==> src/rtl/alu_pkg.sv <==
// alu_pkg: types and helpers shared by the ALU, its result buffer and checkers.
//   opcode_e    - ALU operation encoding
//   flags_t     - result status flags {zero, carry, overflow, negative}
//   is_logic_op - operations that never produce a carry
//   is_arith_op - operations that may legally produce a signed overflow
package alu_pkg;

  typedef enum logic [2:0] {
    OP_ADD = 3'd0,
    OP_SUB = 3'd1,
    OP_AND = 3'd2,
    OP_OR  = 3'd3,
    OP_XOR = 3'd4,
    OP_SLL = 3'd5,
    OP_SRL = 3'd6,
    OP_CMP = 3'd7
  } opcode_e;

  typedef struct packed {
    logic zero;
    logic carry;
    logic overflow;
    logic negative;
  } flags_t;

  // Bitwise, shift and compare operations: the carry flag is meaningless for
  // these, so a set carry indicates a flag-generation fault.
  function automatic logic is_logic_op(opcode_e op);
    case (op)
      OP_AND, OP_OR, OP_XOR, OP_SLL, OP_SRL, OP_CMP: return 1'b1;
      default:                                       return 1'b0;
    endcase
  endfunction

  // Adder-based operations: the only ones that can signal signed overflow.
  function automatic logic is_arith_op(opcode_e op);
    case (op)
      OP_ADD, OP_SUB: return 1'b1;
      default:        return 1'b0;
    endcase
  endfunction

endpackage

==> src/rtl/alu_result_buffer_if.sv <==
// alu_result_buffer_if: upstream (in_*) and downstream (out_*) valid/ready
// channels of the ALU result buffer.
//   master - the environment: drives in_* payload and out_ready
//   slave  - the buffer: drives in_ready and out_* payload
interface alu_result_buffer_if
  import alu_pkg::*;
#(
  parameter int WIDTH = 32,
  parameter int TAG_W = 4
);

  logic             in_valid;
  logic             in_ready;
  logic [WIDTH-1:0] in_result;
  flags_t           in_flags;
  opcode_e          in_opcode;
  logic             in_signed;
  logic [TAG_W-1:0] in_tag;

  logic             out_valid;
  logic             out_ready;
  logic [WIDTH-1:0] out_result;
  flags_t           out_flags;
  opcode_e          out_opcode;
  logic [TAG_W-1:0] out_tag;

  modport master (
    output in_valid, in_result, in_flags, in_opcode, in_signed, in_tag,
    input  in_ready,
    input  out_valid, out_result, out_flags, out_opcode, out_tag,
    output out_ready
  );

  modport slave (
    input  in_valid, in_result, in_flags, in_opcode, in_signed, in_tag,
    output in_ready,
    output out_valid, out_result, out_flags, out_opcode, out_tag,
    input  out_ready
  );

endinterface

==> src/rtl/alu_result_chk.sv <==
// alu_result_chk: combinational consistency check of an ALU flag set against
// the result and operation that produced it.
//   result    - ALU result
//   flags     - flags reported with the result
//   opcode    - producing operation
//   signed_op - operation was signed
//   chk_fail  - 1 when the flags cannot belong to this result/operation
module alu_result_chk
  import alu_pkg::*;
#(
  parameter int WIDTH = 32
) (
  input  logic [WIDTH-1:0] result,
  input  flags_t           flags,
  input  opcode_e          opcode,
  input  logic             signed_op,
  output logic             chk_fail
);

  logic zero_bad;
  logic neg_bad;
  logic carry_bad;
  logic ovf_bad;
  logic cmp_bad;

  assign zero_bad  = flags.zero != (result == '0);
  assign neg_bad   = flags.negative != result[WIDTH-1];
  assign carry_bad = flags.carry && is_logic_op(opcode);
  assign ovf_bad   = flags.overflow && (!signed_op || !is_arith_op(opcode));
  // A compare yields a boolean, so anything above 1 is malformed.
  assign cmp_bad   = (opcode == OP_CMP) && (result > WIDTH'(1));

  assign chk_fail = zero_bad | neg_bad | carry_bad | ovf_bad | cmp_bad;

endmodule

==> src/rtl/alu_result_buffer.sv <==
// alu_result_buffer: DEPTH-entry FIFO between the ALU and writeback, with
// sticky flag accumulation and a sticky flag-consistency error.
//   clk, rst     - clock, synchronous active-high reset
//   bus          - in_* push channel and out_* pop channel (slave side)
//   sticky_clr   - clears sticky_flags and flag_err (a same-cycle push is kept)
//   count        - current occupancy
//   sticky_flags - OR of the flags of all pushes since the last clear
//   flag_err     - some push since the last clear failed the consistency check
module alu_result_buffer
  import alu_pkg::*;
#(
  parameter int WIDTH = 32,
  parameter int DEPTH = 4,
  parameter int TAG_W = 4
) (
  input  logic                         clk,
  input  logic                         rst,
  alu_result_buffer_if.slave           bus,
  input  logic                         sticky_clr,
  output logic [$clog2(DEPTH+1)-1:0]   count,
  output flags_t                       sticky_flags,
  output logic                         flag_err
);

  localparam int PTR_W = $clog2(DEPTH);
  localparam int CNT_W = $clog2(DEPTH + 1);
  localparam logic [CNT_W-1:0] FULL_CNT = CNT_W'(DEPTH);

  typedef struct packed {
    logic [TAG_W-1:0] tag;
    opcode_e          opcode;
    flags_t           flags;
    logic [WIDTH-1:0] result;
  } entry_t;

  entry_t           mem [DEPTH];
  entry_t           head;
  logic [PTR_W-1:0] wr_ptr;
  logic [PTR_W-1:0] rd_ptr;
  logic             push;
  logic             pop;
  logic             chk_fail;
  flags_t           sticky_nxt;

  // Ready depends only on registered occupancy: when full, a same-cycle pop
  // does not open a slot, which keeps out_ready off the in_ready path.
  assign bus.in_ready  = count < FULL_CNT;
  assign bus.out_valid = count != '0;
  assign push = bus.in_valid && bus.in_ready;
  assign pop  = bus.out_valid && bus.out_ready;

  assign head           = mem[rd_ptr];
  assign bus.out_result = head.result;
  assign bus.out_flags  = head.flags;
  assign bus.out_opcode = head.opcode;
  assign bus.out_tag    = head.tag;

  alu_result_chk #(.WIDTH(WIDTH)) u_chk (
    .result    (bus.in_result),
    .flags     (bus.in_flags),
    .opcode    (bus.in_opcode),
    .signed_op (bus.in_signed),
    .chk_fail  (chk_fail)
  );

  // NOTE: storage has no reset; validity is carried entirely by count and
  // the pointers, so resetting the array would only add reset fan-out.
  always_ff @(posedge clk) begin
    if (push) begin
      mem[wr_ptr] <= '{tag: bus.in_tag, opcode: bus.in_opcode,
                       flags: bus.in_flags, result: bus.in_result};
    end
  end

  // NOTE: sequential state uses non-blocking assignments so every register
  // samples the pre-edge values regardless of block ordering.
  always_ff @(posedge clk) begin
    if (rst) begin
      wr_ptr <= '0;
      rd_ptr <= '0;
      count  <= '0;
    end else begin
      if (push) wr_ptr <= wr_ptr + 1'b1;
      if (pop)  rd_ptr <= rd_ptr + 1'b1;
      case ({push, pop})
        2'b10:   count <= count + 1'b1;
        2'b01:   count <= count - 1'b1;
        default: count <= count;
      endcase
    end
  end

  // NOTE: defaulting every always_comb output first keeps it latch-free.
  always_comb begin
    sticky_nxt = sticky_clr ? '0 : sticky_flags;
    if (push) sticky_nxt = flags_t'(sticky_nxt | bus.in_flags);
  end

  always_ff @(posedge clk) begin
    if (rst) begin
      sticky_flags <= '0;
      flag_err     <= 1'b0;
    end else begin
      sticky_flags <= sticky_nxt;
      flag_err     <= (sticky_clr ? 1'b0 : flag_err) | (push && chk_fail);
    end
  end

endmodule

==> src/flat_wrapper.sv <==
// flat-port wrapper written by rule: the top's interface ports become plain ports
module alu_result_buffer_flat import alu_pkg::*;
#(
  parameter int WIDTH = 32,
  parameter int DEPTH = 4,
  parameter int TAG_W = 4
)
  (clk, rst, sticky_clr, count, sticky_flags, flag_err, bus_in_valid, bus_in_result, bus_in_flags, bus_in_opcode, bus_in_signed, bus_in_tag, bus_in_ready, bus_out_valid, bus_out_result, bus_out_flags, bus_out_opcode, bus_out_tag, bus_out_ready);
  alu_result_buffer_if #(.WIDTH(WIDTH), .TAG_W(TAG_W)) bus_i ();
  input  logic clk;
  input  logic rst;
  input  logic sticky_clr;
  output logic [$clog2(DEPTH+1)-1:0] count;
  output flags_t sticky_flags;
  output logic flag_err;
  input wire logic [$bits(bus_i.in_valid)-1:0] bus_in_valid;
  input wire logic [$bits(bus_i.in_result)-1:0] bus_in_result;
  input wire logic [$bits(bus_i.in_flags)-1:0] bus_in_flags;
  input wire logic [$bits(bus_i.in_opcode)-1:0] bus_in_opcode;
  input wire logic [$bits(bus_i.in_signed)-1:0] bus_in_signed;
  input wire logic [$bits(bus_i.in_tag)-1:0] bus_in_tag;
  output wire logic [$bits(bus_i.in_ready)-1:0] bus_in_ready;
  output wire logic [$bits(bus_i.out_valid)-1:0] bus_out_valid;
  output wire logic [$bits(bus_i.out_result)-1:0] bus_out_result;
  output wire logic [$bits(bus_i.out_flags)-1:0] bus_out_flags;
  output wire logic [$bits(bus_i.out_opcode)-1:0] bus_out_opcode;
  output wire logic [$bits(bus_i.out_tag)-1:0] bus_out_tag;
  input wire logic [$bits(bus_i.out_ready)-1:0] bus_out_ready;
  assign bus_i.in_valid = bus_in_valid;
  assign bus_i.in_result = bus_in_result;
  assign bus_i.in_flags = bus_in_flags;
  assign bus_i.in_opcode = bus_in_opcode;
  assign bus_i.in_signed = bus_in_signed;
  assign bus_i.in_tag = bus_in_tag;
  assign bus_in_ready = bus_i.in_ready;
  assign bus_out_valid = bus_i.out_valid;
  assign bus_out_result = bus_i.out_result;
  assign bus_out_flags = bus_i.out_flags;
  assign bus_out_opcode = bus_i.out_opcode;
  assign bus_out_tag = bus_i.out_tag;
  assign bus_i.out_ready = bus_out_ready;
  alu_result_buffer #(.WIDTH(WIDTH), .DEPTH(DEPTH), .TAG_W(TAG_W)) u_core (.clk(clk), .rst(rst), .bus(bus_i), .sticky_clr(sticky_clr), .count(count), .sticky_flags(sticky_flags), .flag_err(flag_err));
endmodule
==> config.mk <==
export PLATFORM = sky130hd
export DESIGN_NAME = alu_result_buffer_flat
export DESIGN_NICKNAME = d
export VERILOG_FILES = /design/src/rtl/alu_pkg.sv /design/src/rtl/alu_result_buffer_if.sv /design/src/rtl/alu_result_chk.sv /design/src/rtl/alu_result_buffer.sv /design/src/flat_wrapper.sv
export SDC_FILE = /design/constraint.sdc
export NUM_CORES = 1
export LEC_CHECK = 0
export CAP_MARGIN = 20
export CORE_MARGIN = 10
export CORE_UTILIZATION = 54
export DETAILED_ROUTE_END_ITERATION = 8
export HOLD_SLACK_MARGIN = 0.12
export MAX_ROUTING_LAYER = met4
export PLACE_DENSITY = 0.87
export RECOVER_POWER = 50
export SLEW_MARGIN = 30
export SYNTH_ARGS = -nofsm -noshare
export SYNTH_HDL_FRONTEND = slang
export SYNTH_HIERARCHICAL = 1
export SYNTH_SLANG_ARGS = --single-unit
==> constraint.sdc <==
create_clock -name clk -period 3.55 [get_ports clk]
set_input_delay 0.8875 -clock clk [delete_from_list [all_inputs] [get_ports clk]]
set_output_delay 0.8875 -clock clk [all_outputs]
set_load 0.02 [all_outputs]
==> run summary <==
outcome: complete, no violations
post-cts sizing count: 0
TritonCTS clock tree: built
max-slew violations: 0
largest family of logic cells by synthesized area: multiplexers
switching pwr: 0.00186 W
register area share after synthesis: 77.4%
cells after synthesis: 315
Area contributors post-synth: edfxtp_1 (73%), mux4_2 (13%), dfxtp_1 (4.0%)
crit path time final: 3350 ps
Combinational Power Share: 29.0%
starting density of the core: 55.5%
final setup TNS: 0 ps
ANT nets after route: 0
vias per cell: 5.50
most numerous cell in the Yosys netlist: edfxtp_1
multi-input combinational cell area: 1440 um2
total detailed-routing wirelength: 14,000 um
DR iter-0 viols: 309
initial antenna violation count: 0
RSZ-0062 raised after global routing: false
Nets: 488
CP startpoint kind: register
Final Cycle Share: 94.4%
die height: 134 um
CP Data Arrival Time: 2460 ps
Sw Share: 28.0%
Core Region: 12,700 um2
FP Rows: 41
clk sink count: 186
number of diodes: 0
design area: 8860 um2
DR DRC count: 0
worst vdd ir: 0.471 mV
mux contribution to synthesized area: 14.2%
Setup CP Type: register to output port
drt first pass iters: 4
Pwr Density: 749 nW/um2
first-pass GRT wire length: 21,600 um
Synth Flop Type: edfxtp_1
Synth Net Count: 370
post-synthesis simple-gate area fraction: 3.16%
DR vias: 3,396
Placer Congestion: 0.734
largest net degree at the start of global routing: 44
Final Skew: 7.56 ps
post-synthesis cell area: 7040 um2
num ports: 102
min-delay worst type: register to register
YS warnings: 6
Leak: 2.85 nW
Internal: 0.00478 W
Worst-Skew Late Latency: 420 ps
Chip Width: 134 um
FILL cells: 794
total die area: 18,000 um2
post-synth top area cell: edfxtp_1
Final Hold Vio Count: 0
post-CTS setup buffers: 0
Syn Area/Cell: 22.3 um2
MaxCap Viol Count: 0
I/O Buffers: 101
Overall Global Routing Usage: 16.6%
layout cell share with drive strength beyond 1: 19.1%
WL/cell: 22.6 um
Crit Path Max Fanout: 20
Slew headroom: 15.2%
synthesis-to-finish area growth: 25.9%
Slew @ Worst Pin: 1270 ps
R2R setup slack: 1090 ps
Setup-failing EPs final: 0
FF+latch count, synth: 186
CTS Buf Count: 17
GR Overflow Total: 0
Post-DP HPWL: 8950 um
maximum clock frequency: 298 MHz
Clock Pin Slew Worst Setup and Hold Paths: 60 ps
post-synthesis adder-cell area fraction: 1.17%
Synth Area in Compound Gates: 1.16%
Synth top area share: 73.4%
clock root buffer master: clkbuf_16
ys async rst share: 0%
Sequential Area: 5450 um2
Critical Path RT: 2660 ps
Flop pwr share: 42.7%
synth unique cells: 31
clock share of power: 28.3%
cts hold-fix bufs: 0
Synth top cells by count: edfxtp_1 (172), mux4_2 (40), nor2_1 (15)
number of global-route vias before repair: 3,626
Post-synth EDFFs: 172
placed cell area: 8280 um2
Clock Path Buffers: 2
H-tree depth: 4
post-synthesis xor/xnor area fraction: 0.747%
endpoint class of the critical path: output port
-- through the flow --
step	power, W	hold WS, ps	setup slack, ps	util (%)	instances
2_1_floorplan	0.00405	485	748	-	315
4_1_cts	0.00674	551	116	70.0	618
5_1_grt	0.00693	596	39.2	70.0	618
6_report	0.00664	545	198	70.0	618
3_3_place_gp	0.00481	500	603	65.3	586
3_5_place_dp	0.00485	526	593	65.3	586
-- power groups by stage --
stage	Clock, W	Sequential, W	Combinational (W)
6_report	0.00188	0.00283	0.00192
5_1_grt	0.00202	0.00287	0.00204
4_1_cts	0.00192	0.00284	0.00198
3_5_place_dp	0	0.00288	0.00197
3_3_place_gp	0	0.00286	0.00194
2_1_floorplan	0	0.00282	0.00123
-- kinds of logic (layout without fill, tap and decap cells) --
logic type / count (synthesis) / after routing
AOI/OAI and AO/OA: 13 / 13
xor gates and xnor gates: 6 / 6
adders and majority gates: 6 / 6
buffers and inverters: 20 / 151
DFF: 186 / 186
muxes: 45 / 45
and+or+nand+nor: 39 / 39
-- metal layers --
| metal | up-vias | global-route usage (%) | part of all wire (%) |
|---|---|---|---|
| met5 | - | - | 0 |
| met4 | 0 | 6.53 | 0.91 |
| met3 | 11 | 4.03 | 6.4 |
| li1 | 1535 | - | - |
| met2 | 124 | 28.0 | 55 |
| met1 | 1726 | 18.9 | 37 |
-- cell usage in the layout, fill, tap and decap left out, drive strengths merged, types with 12 or more instances in the layout --
master         count
clkbuf            21
clkdlybuf4s50     56
dfxtp             14
dlygate4sd3       45
edfxtp           172
inv               12
mux4              43
nor2              15
-- path summary, 6_finish.rpt --
| check | start | end | cells past startpoint |
|---|---|---|---|
| worst max-delay path | register | bus_out_result[7] | 3 |
| worst min-delay path | u_core/rd_ptr[0]$_SDFFE_PP0P_ | u_core/rd_ptr[0]$_SDFFE_PP0P_ | 2 |
| worst max register to register | u_core/count[2]$_SDFFE_PP0P_ | u_core/mem[3][11]$_DFFE_PP_ | 4 |
| worst min register to register | u_core/rd_ptr[0]$_SDFFE_PP0P_ | u_core/rd_ptr[0]$_SDFFE_PP0P_ | 2 |
-- critical path, stage by stage (launching register included) --
cell	delay [ps]
dfxtp_4	600
buf_4	320
mux4_2	550
clkdlybuf4s50_1	560
-- cell type report --
cell class / count / area share [%]
Inverter: 8 / 0.339
Clock buffer: 18 / 4.84
Tap cell: 172 / 2.43
Timing Repair Buffer: 111 / 12.7
Clock inverter: 14 / 1.92
Sequential cell: 186 / 61.5
Multi-Input combinational cell: 109 / 16.3
-- sequential cells by signal, summed over array words and instances (netlist names), named ones only --
register and cells:
u_core/wr_ptr 2, u_core/rd_ptr 2, u_core/sticky_flags 4, u_core/count 3
u_core/flag_err 1, u_core/mem 172
No activity file was read; power rests on OpenSTA's default activity.
